===== src/rtl/id_ex_ctrl_pipe_pkg.sv =====
// Shared decode constants and the ID/EX control bundle layout.
// Opcodes are the 6-bit MIPS-style major opcode values.
package id_ex_ctrl_pipe_pkg;

   localparam logic [5:0] OP_R    = 6'b000000;
   localparam logic [5:0] OP_BGE  = 6'b000001;
   localparam logic [5:0] OP_BEQ  = 6'b000100;
   localparam logic [5:0] OP_BNE  = 6'b000101;
   localparam logic [5:0] OP_BGT  = 6'b000111;
   localparam logic [5:0] OP_ADDI = 6'b001000;
   localparam logic [5:0] OP_SLTI = 6'b001010;
   localparam logic [5:0] OP_LW   = 6'b100011;
   localparam logic [5:0] OP_SW   = 6'b101011;

   // one-hot branch vector {bgt,bge,bne,beq}
   localparam int BR_BEQ = 0;
   localparam int BR_BNE = 1;
   localparam int BR_BGE = 2;
   localparam int BR_BGT = 3;

   localparam int ALU_SLTI = 0;
   localparam int ALU_R    = 1;
   localparam int ALU_BR   = 2;
   localparam int ALU_BASE_W = 3;

   typedef struct packed {
      logic                  regwrite;
      logic [ALU_BASE_W-1:0] alu_op;
      logic                  alusrc;
      logic                  regdst;
      logic [3:0]            br;
      logic                  memread;
      logic                  memwrite;
      logic                  memtoreg;
   } ctrl_t;

   localparam int CTRL_W = $bits(ctrl_t);

endpackage


===== src/rtl/id_ex_ctrl_pipe_if.sv =====
// ID-side request and EX-side control bundle between IF/ID, the control pipe and EX.
interface id_ex_ctrl_pipe_if #(
   parameter int OP_W        = 6,
   parameter int RA_W        = 5,
   parameter int ALU_OP_W    = 3,
   parameter int STALL_CNT_W = 16
);
   logic                   id_valid_i;
   logic [OP_W-1:0]        instr_op_i;
   logic [RA_W-1:0]        rs_i;
   logic [RA_W-1:0]        rt_i;
   logic [RA_W-1:0]        rd_i;
   logic                   flush_i;
   logic                   hold_i;
   logic                   stall_o;
   logic                   ex_valid_o;
   logic                   ex_regwrite_o;
   logic [ALU_OP_W-1:0]    ex_alu_op_o;
   logic                   ex_alusrc_o;
   logic                   ex_regdst_o;
   logic [3:0]             ex_br_o;
   logic                   ex_memread_o;
   logic                   ex_memwrite_o;
   logic                   ex_memtoreg_o;
   logic [RA_W-1:0]        ex_wreg_o;
   logic                   ex_illegal_o;
   logic [STALL_CNT_W-1:0] stall_cnt_o;

   // master: the ID stage / pipeline glue driving instructions in
   modport master (
      output id_valid_i, instr_op_i, rs_i, rt_i, rd_i, flush_i, hold_i,
      input  stall_o, ex_valid_o, ex_regwrite_o, ex_alu_op_o, ex_alusrc_o,
             ex_regdst_o, ex_br_o, ex_memread_o, ex_memwrite_o, ex_memtoreg_o,
             ex_wreg_o, ex_illegal_o, stall_cnt_o
   );

   // slave: the control pipe itself
   modport slave (
      input  id_valid_i, instr_op_i, rs_i, rt_i, rd_i, flush_i, hold_i,
      output stall_o, ex_valid_o, ex_regwrite_o, ex_alu_op_o, ex_alusrc_o,
             ex_regdst_o, ex_br_o, ex_memread_o, ex_memwrite_o, ex_memtoreg_o,
             ex_wreg_o, ex_illegal_o, stall_cnt_o
   );
endinterface


===== src/rtl/id_ex_ctrl_pipe_decode.sv =====
// Combinational main decoder: opcode -> control bundle, illegal flag, rt-usage flag.
module mips_ctrl_decode
   import id_ex_ctrl_pipe_pkg::*;
#(
   parameter int OP_W = 6
) (
   input  logic [OP_W-1:0] op,
   output ctrl_t           ctrl,
   output logic            illegal,
   output logic            uses_rt
);

   always_comb begin
      ctrl    = '0;
      illegal = 1'b0;
      uses_rt = 1'b0;
      case (op)
         OP_W'(OP_R): begin
            ctrl.regdst        = 1'b1;
            ctrl.regwrite      = 1'b1;
            ctrl.alu_op[ALU_R] = 1'b1;
            uses_rt            = 1'b1;
         end
         OP_W'(OP_ADDI): begin
            ctrl.alusrc   = 1'b1;
            ctrl.regwrite = 1'b1;
         end
         OP_W'(OP_SLTI): begin
            ctrl.alusrc           = 1'b1;
            ctrl.regwrite         = 1'b1;
            ctrl.alu_op[ALU_SLTI] = 1'b1;
         end
         OP_W'(OP_BEQ): begin
            ctrl.br[BR_BEQ]     = 1'b1;
            ctrl.alu_op[ALU_BR] = 1'b1;
            uses_rt             = 1'b1;
         end
         OP_W'(OP_BNE): begin
            ctrl.br[BR_BNE]     = 1'b1;
            ctrl.alu_op[ALU_BR] = 1'b1;
            uses_rt             = 1'b1;
         end
         OP_W'(OP_BGE): begin
            ctrl.br[BR_BGE]     = 1'b1;
            ctrl.alu_op[ALU_BR] = 1'b1;
            uses_rt             = 1'b1;
         end
         OP_W'(OP_BGT): begin
            ctrl.br[BR_BGT]     = 1'b1;
            ctrl.alu_op[ALU_BR] = 1'b1;
            uses_rt             = 1'b1;
         end
         OP_W'(OP_LW): begin
            ctrl.alusrc   = 1'b1;
            ctrl.regwrite = 1'b1;
            ctrl.memread  = 1'b1;
            ctrl.memtoreg = 1'b1;
         end
         OP_W'(OP_SW): begin
            ctrl.alusrc   = 1'b1;
            ctrl.memwrite = 1'b1;
            uses_rt       = 1'b1;
         end
         default: illegal = 1'b1;
      endcase
   end

endmodule


===== src/rtl/id_ex_ctrl_pipe.sv =====
// ID/EX control stage: registers decoded controls, detects load-use hazards,
// inserts bubbles on stall/flush and counts load-use bubbles (saturating).
module id_ex_ctrl_pipe
   import id_ex_ctrl_pipe_pkg::*;
#(
   parameter int OP_W        = 6,
   parameter int RA_W        = 5,
   parameter int ALU_OP_W    = 3,
   parameter bit HAZARD_EN   = 1'b1,
   parameter int STALL_CNT_W = 16
) (
   input logic clk_i,
   input logic rst_i,
   id_ex_ctrl_pipe_if.slave bus
);

   ctrl_t                  dec_ctrl;
   logic                   dec_illegal;
   logic                   dec_uses_rt;
   ctrl_t                  ex_ctrl;
   logic                   ex_valid;
   logic                   ex_illegal;
   logic [RA_W-1:0]        ex_wreg;
   logic [RA_W-1:0]        dec_wreg;
   logic [STALL_CNT_W-1:0] stall_cnt;
   logic                   stall;

   mips_ctrl_decode #(.OP_W(OP_W)) u_dec (
      .op      (bus.instr_op_i),
      .ctrl    (dec_ctrl),
      .illegal (dec_illegal),
      .uses_rt (dec_uses_rt)
   );

   assign dec_wreg = dec_ctrl.regwrite ? (dec_ctrl.regdst ? bus.rd_i : bus.rt_i) : '0;

   // Only a load already sitting in ID/EX can create a hazard; a bubble never does.
   generate
      if (HAZARD_EN) begin : g_hazard
         assign stall = bus.id_valid_i & ex_valid & ex_ctrl.memread & (ex_wreg != '0) &
                        ((ex_wreg == bus.rs_i) | (dec_uses_rt & (ex_wreg == bus.rt_i)));
      end else begin : g_no_hazard
         assign stall = 1'b0;
      end
   endgenerate

   always_ff @(posedge clk_i) begin
      if (rst_i || bus.flush_i) begin
         ex_valid   <= 1'b0;
         ex_ctrl    <= '0;
         ex_illegal <= 1'b0;
         ex_wreg    <= '0;
      end else if (bus.hold_i) begin
         ex_valid   <= ex_valid;
         ex_ctrl    <= ex_ctrl;
         ex_illegal <= ex_illegal;
         ex_wreg    <= ex_wreg;
      end else if (stall) begin
         ex_valid   <= 1'b0;
         ex_ctrl    <= '0;
         ex_illegal <= 1'b0;
         ex_wreg    <= '0;
      end else begin
         ex_valid   <= bus.id_valid_i;
         ex_ctrl    <= bus.id_valid_i ? dec_ctrl : '0;
         ex_illegal <= bus.id_valid_i & dec_illegal;
         ex_wreg    <= bus.id_valid_i ? dec_wreg : '0;
      end
   end

   always_ff @(posedge clk_i) begin
      if (rst_i)
         stall_cnt <= '0;
      else if (stall && !bus.flush_i && !bus.hold_i && (stall_cnt != {STALL_CNT_W{1'b1}}))
         stall_cnt <= stall_cnt + 1'b1;
   end

   assign bus.stall_o       = stall;
   assign bus.ex_valid_o    = ex_valid;
   assign bus.ex_regwrite_o = ex_ctrl.regwrite;
   assign bus.ex_alu_op_o   = ALU_OP_W'(ex_ctrl.alu_op);
   assign bus.ex_alusrc_o   = ex_ctrl.alusrc;
   assign bus.ex_regdst_o   = ex_ctrl.regdst;
   assign bus.ex_br_o       = ex_ctrl.br;
   assign bus.ex_memread_o  = ex_ctrl.memread;
   assign bus.ex_memwrite_o = ex_ctrl.memwrite;
   assign bus.ex_memtoreg_o = ex_ctrl.memtoreg;
   assign bus.ex_wreg_o     = ex_wreg;
   assign bus.ex_illegal_o  = ex_illegal;
   assign bus.stall_cnt_o   = stall_cnt;

endmodule


===== src/flat_wrapper.sv =====
// flat-port wrapper written by rule: the top's interface ports become plain ports
module id_ex_ctrl_pipe_flat import id_ex_ctrl_pipe_pkg::*;
#(
   parameter int OP_W        = 6,
   parameter int RA_W        = 5,
   parameter int ALU_OP_W    = 3,
   parameter bit HAZARD_EN   = 1'b1,
   parameter int STALL_CNT_W = 16
)
  (clk_i, rst_i, bus_id_valid_i, bus_instr_op_i, bus_rs_i, bus_rt_i, bus_rd_i, bus_flush_i, bus_hold_i, bus_stall_o, bus_ex_valid_o, bus_ex_regwrite_o, bus_ex_alu_op_o, bus_ex_alusrc_o, bus_ex_regdst_o, bus_ex_br_o, bus_ex_memread_o, bus_ex_memwrite_o, bus_ex_memtoreg_o, bus_ex_wreg_o, bus_ex_illegal_o, bus_stall_cnt_o);
  id_ex_ctrl_pipe_if #(.OP_W(OP_W), .RA_W(RA_W), .ALU_OP_W(ALU_OP_W), .STALL_CNT_W(STALL_CNT_W)) bus_i ();
  input logic clk_i;
  input logic rst_i;
  input wire logic [$bits(bus_i.id_valid_i)-1:0] bus_id_valid_i;
  input wire logic [$bits(bus_i.instr_op_i)-1:0] bus_instr_op_i;
  input wire logic [$bits(bus_i.rs_i)-1:0] bus_rs_i;
  input wire logic [$bits(bus_i.rt_i)-1:0] bus_rt_i;
  input wire logic [$bits(bus_i.rd_i)-1:0] bus_rd_i;
  input wire logic [$bits(bus_i.flush_i)-1:0] bus_flush_i;
  input wire logic [$bits(bus_i.hold_i)-1:0] bus_hold_i;
  output wire logic [$bits(bus_i.stall_o)-1:0] bus_stall_o;
  output wire logic [$bits(bus_i.ex_valid_o)-1:0] bus_ex_valid_o;
  output wire logic [$bits(bus_i.ex_regwrite_o)-1:0] bus_ex_regwrite_o;
  output wire logic [$bits(bus_i.ex_alu_op_o)-1:0] bus_ex_alu_op_o;
  output wire logic [$bits(bus_i.ex_alusrc_o)-1:0] bus_ex_alusrc_o;
  output wire logic [$bits(bus_i.ex_regdst_o)-1:0] bus_ex_regdst_o;
  output wire logic [$bits(bus_i.ex_br_o)-1:0] bus_ex_br_o;
  output wire logic [$bits(bus_i.ex_memread_o)-1:0] bus_ex_memread_o;
  output wire logic [$bits(bus_i.ex_memwrite_o)-1:0] bus_ex_memwrite_o;
  output wire logic [$bits(bus_i.ex_memtoreg_o)-1:0] bus_ex_memtoreg_o;
  output wire logic [$bits(bus_i.ex_wreg_o)-1:0] bus_ex_wreg_o;
  output wire logic [$bits(bus_i.ex_illegal_o)-1:0] bus_ex_illegal_o;
  output wire logic [$bits(bus_i.stall_cnt_o)-1:0] bus_stall_cnt_o;
  assign bus_i.id_valid_i = bus_id_valid_i;
  assign bus_i.instr_op_i = bus_instr_op_i;
  assign bus_i.rs_i = bus_rs_i;
  assign bus_i.rt_i = bus_rt_i;
  assign bus_i.rd_i = bus_rd_i;
  assign bus_i.flush_i = bus_flush_i;
  assign bus_i.hold_i = bus_hold_i;
  assign bus_stall_o = bus_i.stall_o;
  assign bus_ex_valid_o = bus_i.ex_valid_o;
  assign bus_ex_regwrite_o = bus_i.ex_regwrite_o;
  assign bus_ex_alu_op_o = bus_i.ex_alu_op_o;
  assign bus_ex_alusrc_o = bus_i.ex_alusrc_o;
  assign bus_ex_regdst_o = bus_i.ex_regdst_o;
  assign bus_ex_br_o = bus_i.ex_br_o;
  assign bus_ex_memread_o = bus_i.ex_memread_o;
  assign bus_ex_memwrite_o = bus_i.ex_memwrite_o;
  assign bus_ex_memtoreg_o = bus_i.ex_memtoreg_o;
  assign bus_ex_wreg_o = bus_i.ex_wreg_o;
  assign bus_ex_illegal_o = bus_i.ex_illegal_o;
  assign bus_stall_cnt_o = bus_i.stall_cnt_o;
  id_ex_ctrl_pipe #(.OP_W(OP_W), .RA_W(RA_W), .ALU_OP_W(ALU_OP_W), .HAZARD_EN(HAZARD_EN), .STALL_CNT_W(STALL_CNT_W)) u_core (.clk_i(clk_i), .rst_i(rst_i), .bus(bus_i));
endmodule

===== config.mk =====
export PLATFORM = sky130hd
export DESIGN_NAME = id_ex_ctrl_pipe_flat
export DESIGN_NICKNAME = d
export VERILOG_FILES = /design/src/rtl/id_ex_ctrl_pipe_pkg.sv /design/src/rtl/id_ex_ctrl_pipe_if.sv /design/src/rtl/id_ex_ctrl_pipe_decode.sv /design/src/rtl/id_ex_ctrl_pipe.sv /design/src/flat_wrapper.sv
export SDC_FILE = /design/constraint.sdc
export NUM_CORES = 1
export LEC_CHECK = 0
export BUFFER_PORTS_ARGS = -buffer_cell sky130_fd_sc_hd__buf_2
export CAP_MARGIN = 10
export CORE_MARGIN = 3
export CORE_UTILIZATION = 45
export DETAILED_ROUTE_END_ITERATION = 10
export PLACE_DENSITY = 0.76
export SYNTH_ARGS = -nofsm -noshare
export SYNTH_HDL_FRONTEND = slang
export SYNTH_SLANG_ARGS = --single-unit

===== constraint.sdc =====
create_clock -name clk_i -period 2.7 [get_ports clk_i]
set_input_delay 0.54 -clock clk_i [delete_from_list [all_inputs] [get_ports clk_i]]
set_output_delay 0.54 -clock clk_i [all_outputs]
set_load 0.005 [all_outputs]

==> out/qor.yml, run 1 <==
setup.worst_path.class: "flip-flop to flip-flop"
gp_congestion: 0.863
critPathSlowestCell: "or4_1"
numCtsBuffers: 5
skew_ns: 0.00889
core-area_sq_mm: 0.00383
path_clk_slew_ns: 0.07
hold_class: "flip-flop to flip-flop"
dr.pass1.iters: 4
worst_pin_slew_ns: 0.637
cts_setup_buffers: 0
layout-drive-gt1-share_pct: 30.1
critPathBufInv: 0
grt_pass1_vias: 1599
netlist.top_cell.by_area: "dfxtp_1"
cts-root-buf: "clkbuf_8"
grt_remaining_overflow: 0
synth_warnings: 0
finalNetCount: 309
crit_family: "simple AND/OR/NAND/NOR gates"
syn_area_sq_mm: 0.00186
post-route-min-period_ns: 2.33
maxSlewViolCount: 0
area_growth_syn_to_layout_pct: 19.8
viasPerCell: 5.51
wl_per_cell_um: 13.6
synth_seq_cells: 34
ys_top_cells_by_area: "dfxtp_1, o21ai_0, nand2_1"
layout_setup_ws_ns: 0.374
post_cts_resized: 0
cts_max_path_buffers: 2
drtIter0Drc: 99
hold_viol: 0
p_leak_nw: 0.990
grt_max_degree: 22
port_buffers: 62
ir_drop_mv: 0.349
setup_violations: 0
startpoint_type: "flip-flop"
grtUsageTotal_pct: 17.9
r2r_slack_ns: 0.37
drt.antenna.violating_nets: 0
synth_top_area_share_pct: 36.6
synth_edf_count: 0
fmax_ghz: 0.430
tns_ns: 0
antenna_found_initial: 0
avgSynthCellArea_sq_um: 8.23
power_uw: 932
power_density_mw_per_mm2: 418
start_util_pct: 48.6
holdWs_ns: 0.445
holdBufCountCts: 0
clock_sinks: 34
htreeDepth: 2
die_y_um: 70.3
synth_nets: 253
insertion_delay_ns: 0.28
synth_top_flop_cell: "dfxtp_1"
ys_seq_area_share_pct: 36.6
drt_wl_total_um: 4470
rsz0062_at_grt: "no"
setup.worst_path.end_class: "flip-flop"
slowest_delay_ns: 0.57
tritoncts: "built"
grt_pass1_wl_um: 7340
std_cell_rows: 22
crit_arrival_ns: 2.54
diodes: 0
maxCapViolCount: 0
syn_inst: 226
vias: 1817
dp_slack_ns: 0.195
required_ns: 2.92
synth_cell_types: 50
crit_fanout: 21
die_area_sq_mm: 0.00494
drc: 0
io-pin-count: 63
die_w_um: 70.3
status: "completed"
slew_headroom_pct: 57.5
path_cells: "xor2_1 > nor4_2 > nand2_1 > o22a_1 > or4_1 > a21oi_1"
fin_crit_sh_pct: 86.1
hpwlAfterDp_um: 3370
async_flop_share_pct: 0
-- worst register-to-register path: cells and delay by family (launching register included) --
| family | cells | cell delay (ns) |
|---|---|---|
| AND/OR/NAND/NOR | 3 | 1.12 |
| AO/OA/AOI/OAI | 2 | 0.54 |
| flip-flops | 1 | 0.49 |
| XOR/XNOR | 1 | 0.12 |
-- flip-flops by register name (all words and copies together), names as in the netlist --
register / flops
u_core.bus.ex_alu_op_o: 3
u_core.bus.ex_alusrc_o: 1
u_core.bus.ex_br_o: 4
u_core.bus.ex_illegal_o: 1
u_core.bus.ex_memtoreg_o: 1
u_core.bus.ex_memwrite_o: 1
u_core.bus.ex_regwrite_o: 1
u_core.bus.ex_valid_o: 1
u_core.bus.ex_wreg_o: 5
u_core.bus.stall_cnt_o: 16
-- metal layers --
metal	wire length, um	GRT usage (%)	vias to the layer above
met5	0	0	-
met4	65	6.17	0
met3	231	3.88	6
met2	2180	30.1	48
met1	2000	22.2	832
li1	-	-	931
-- synth_stat cells (2+ instances only) --
master     n
nor2_1    11
o41ai_2    2
and3_1     4
nand2b_1   2
clkbuf_1   5
nor3_1     6
buf_4      4
o21ai_0   27
or4_1      2
nand3_1   10
or4b_4     2
dfxtp_1   34
nor2b_1    3
mux2_2     2
nand2_1   31
a21oi_1   16
nand4_1    5
mux2i_1    5
inv_1      5
or3_1     12
xnor2_1    2
xor2_1     8
-- report_power, final --
group          total, mW  internal, mW  leakage, nW  switching (mW)
Combinational     0.0738        0.0301        0.672          0.0437
Clock              0.354         0.173       0.0438           0.181
Sequential         0.504         0.503        0.274         0.00130
-- worst paths after layout --
kind	to	cells after the start	from
worst max-delay path	u_core.bus.stall_cnt_o[15]$_SDFFE_PP0P_	6	u_core.bus.ex_wreg_o[4]$_SDFFE_PP0N_
worst min-delay path	u_core.bus.ex_regwrite_o$_SDFFE_PP0N_	2	u_core.bus.ex_regwrite_o$_SDFFE_PP0N_
worst max register to register	u_core.bus.stall_cnt_o[15]$_SDFFE_PP0P_	6	u_core.bus.ex_wreg_o[4]$_SDFFE_PP0N_
worst min register to register	u_core.bus.ex_regwrite_o$_SDFFE_PP0N_	2	u_core.bus.ex_regwrite_o$_SDFFE_PP0N_
-- area by class of cell --
| class | count | area (sq um) |
|---|---|---|
| Multi-Input combinational cell | 174 | 1080 |
| Tap cell | 48 | 60.1 |
| Fill cell | 357 | 1600 |
| Clock buffer | 5 | 68.8 |
| Clock inverter | 2 | 10.0 |
| Inverter | 5 | 18.8 |
| Sequential cell | 34 | 681 |
| Timing Repair Buffer | 62 | 310 |
-- logic make-up (layout without fill, tap and decap cells) --
| logic type | after synthesis | in the layout | share of synthesized area, % |
|---|---|---|---|
| buf+inv | 18 | 74 | 5.31 |
| xor+xnor | 10 | 10 | 4.71 |
| simple gates | 99 | 99 | 29.2 |
| flops | 34 | 34 | 36.6 |
| fa+ha+maj | 1 | 1 | 0.672 |
| compound gates | 57 | 57 | 19.6 |
| mux | 7 | 7 | 3.90 |
-- stage by stage --
step	std cells	util [%]	cell area [sq um]
2_1_floorplan	226	-	1860
3_3_place_gp	323	56.2	2150
3_5_place_dp	323	56.2	2150
4_1_cts	330	58.3	2230
5_1_grt	330	58.3	2230
6_report	330	58.3	2230
-- cells in the final DEF (no fill, tap or decap), types with 2 or more instances in the layout --
master    Yosys  final
nand3_1      10     10
xnor2_1       2      2
mux2i_1       5      5
buf_2         0     62
clkinv_2      0      2
mux2_2        2      2
a21oi_1      16     16
and3_1        4      4
xor2_1        8      8
or4_1         2      2
nand2b_1      2      2
nor2b_1       3      3
clkbuf_8      0      5
nand4_1       5      5
o21ai_0      27     27
inv_1         5      5
nor3_1        6      6
o41ai_2       2      2
nor2_1       11     11
or3_1        12     12
or4b_4        2      2
nand2_1      31     31
dfxtp_1      34     34
Note: power is estimated with default switching activity, not from simulation.
==> run 2: changes to the inputs <==
CORE_UTILIZATION = 30   (was 45)
PLACE_DENSITY = 0.55   (was 0.76)
SYNTH_HIERARCHICAL = 1   (was default)
==> run 2 against run 1 <==
Via count fell by 0.50%. Sequential power rose by 5.8%. First-iteration DRC count rose by 16%. Worst hold slack improved by 0.033 ns. Power rose by 37%. Setup slack got worse by 0.010 ns. Die area rose by 50%. Maximum frequency fell by 0.44%.
==> out/qor.yml, run 2 <==
status: "completed"
die_w_um: 86.2
worst_pin_slew_ns: 0.598
crit_arrival_ns: 1.80
critPathBufInv: 2
maxSlewViolCount: 0
cts_setup_buffers: 0
tritoncts: "built"
grt_max_degree: 25
skew_ns: 0.00597
crit_fanout: 4
power_density_mw_per_mm2: 506
crit-reg2reg-launch: "u_core/bus.ex_wreg_o[2]$_SDFFE_PP0N_"
yosysMostFrequentCell: "dfxtp_1"
core-area_sq_mm: 0.00606
rr_worst_depth: 6
syn_inst: 211
final_util_pct: 41.8
grt_pass1_wl_um: 8180
synth_top_area_share_pct: 37.4
io-pin-count: 63
synth_edf_count: 0
cts-root-buf: "clkbuf_8"
avgSynthCellArea_sq_um: 9.14
largest_reg_flops: 16
setup.worst_path.class: "input port to output pin"
critPathSlowestCell: "or3_1"
holdBufCountCts: 0
ys_top_cells_by_area: "dfxtp_1, a22o_1, xnor2_1"
path_depth: 7
synth_seq_cells: 36
slew_headroom_pct: 60.0
place_area_sq_mm: 0.00237
start_util_pct: 31.8
post-route-min-period_ns: 2.34
dr.pass1.iters: 4
layout_common_cells: "buf_2, dfxtp_1, nor2_1, nand2_1"
vias: 1808
netlist.top_cell.by_area: "dfxtp_1"
synth_nets: 238
die_y_um: 86.2
final_common_cell: "buf_2"
slowest_delay_ns: 0.38
startpoint_type: "input port"
tns_ns: 0
synth_top_flop_cell: "dfxtp_1"
antenna_found_initial: 0
nFillCells: 623
synthTopCellsByCount: "dfxtp_1, nor2_1, nand2_1"
numCtsBuffers: 5
regToRegEndpoint: "u_core/bus.ex_memtoreg_o$_SDFFE_PP0N_"
min_path_cells: 1
drtIter0Drc: 115
post_cts_resized: 0
path_clk_slew_ns: 0.08
stdcell_count: 356
drc: 0
hold_end: "u_core/bus.ex_br_o[0]$_SDFFE_PP0N_"
path_cells: "buf_2 > or3_1 > a31oi_1 > nand2_1 > o22ai_2 > and3_1 > buf_2"
layout-drive-gt1-share_pct: 35.2
insertion_delay_ns: 0.28
fmax_ghz: 0.428
gp_congestion: 0.744
std_cell_rows: 28
area_growth_syn_to_layout_pct: 31.2
crit_top_cell: "buf_2"
stdcell_area_sq_mm: 0.00253
required_ns: 2.16
layout_setup_ws_ns: 0.364
p_leak_nw: 1.09
syn_area_sq_mm: 0.00193
holdWs_ns: 0.479
drt.antenna.violating_nets: 0
crit_family: "simple AND/OR/NAND/NOR gates"
synth_warnings: 6
hpwlAfterDp_um: 3700
grtUsageTotal_pct: 13.5
htreeDepth: 2
setup.worst_path.end_class: "output pin"
wl_per_cell_um: 13.6
diodes: 0
hold_viol: 0
synth_cell_types: 49
ys_seq_area_share_pct: 37.4
grt_pass1_vias: 1740
die_area_sq_mm: 0.00743
maxCapViolCount: 0
viasPerCell: 5.08
clock_sinks: 36
rsz0062_at_grt: "no"
finalNetCount: 307
port_buffers: 62
power_mw: 1.28
setup_violations: 0
r2r_slack_ns: 0.44
hold_class: "flip-flop to flip-flop"
hp-start: "u_core/bus.ex_br_o[0]$_SDFFE_PP0N_"
drt_wl_total_um: 4840
grt_remaining_overflow: 0
cts_max_path_buffers: 2
ir_drop_mv: 0.403
async_flop_share_pct: 0
fin_crit_sh_pct: 86.5
dp_slack_ns: 0.0977
dp_cells: 348
run 2: cell count changes in the layout (fill, tap and decap cells not counted), moves of 6 or more:
cell	delta
nand2_1	-16
buf_4	+14
or3_1	-8
xor2_1	-6
nor2_1	+6
xnor2_1	+10
o21ai_0	-23
a22o_1	+14
a21oi_1	-10
run 2: cells by family (layout without fill, tap and decap cells):
logic type / Yosys count / count (layout) / synth area share, %
multiplexers: 11 / 11 / 6.35
AO/OA/AOI/OAI: 41 / 41 / 17.5
buffers and inverters: 15 / 85 / 4.21
AND/OR/NAND/NOR: 93 / 93 / 27.6
XOR/XNOR: 14 / 14 / 6.36
adder cells (fa/ha/maj): 1 / 1 / 0.648
flip-flops: 36 / 36 / 37.4
run 2: worst max path at each step:
stage / from / endpoint / slack (ns)
floorplan: bus_instr_op_i[5] / u_core/bus.stall_cnt_o[9]$_SDFFE_PP0P_ / 0.39
global placement: bus_instr_op_i[3] / u_core/bus.ex_memtoreg_o$_SDFFE_PP0N_ / 0.15
detailed placement: bus_instr_op_i[3] / u_core/bus.ex_alusrc_o$_SDFFE_PP0N_ / 0.1
CTS: u_core/bus.ex_wreg_o[2]$_SDFFE_PP0N_ / u_core/bus.ex_memwrite_o$_SDFFE_PP0N_ / 0.15
global route: bus_instr_op_i[1] / bus_stall_o / 0.20
finish: bus_instr_op_i[1] / bus_stall_o / 0.36
run 2: per-layer routing:
metal	part of all wire (%)	up-vias	GRT usage, %
met1	46	852	17.9
met2	49	40	22.1
met4	0.62	0	3.40
li1	-	914	-
met3	4.4	2	3.14
met5	0	-	0
run 2: cell type report:
class | count | area (sq um) | area share, %
clock inverters | 3 | 90.1 | 3.56
inverters | 1 | 3.75 | 0.148
multi-input cells | 160 | 1140 | 45.0
repair buffers | 76 | 415 | 16.4
clock buffers | 5 | 68.8 | 2.72
flip-flops and latches | 36 | 721 | 28.5
well taps | 75 | 93.8 | 3.71
run 2: power by group:
group,switching [mW],internal [mW],leakage (nW)
combinational,0.0505,0.0430,0.718
sequential,0.00123,0.532,0.290
clock,0.191,0.462,0.0784
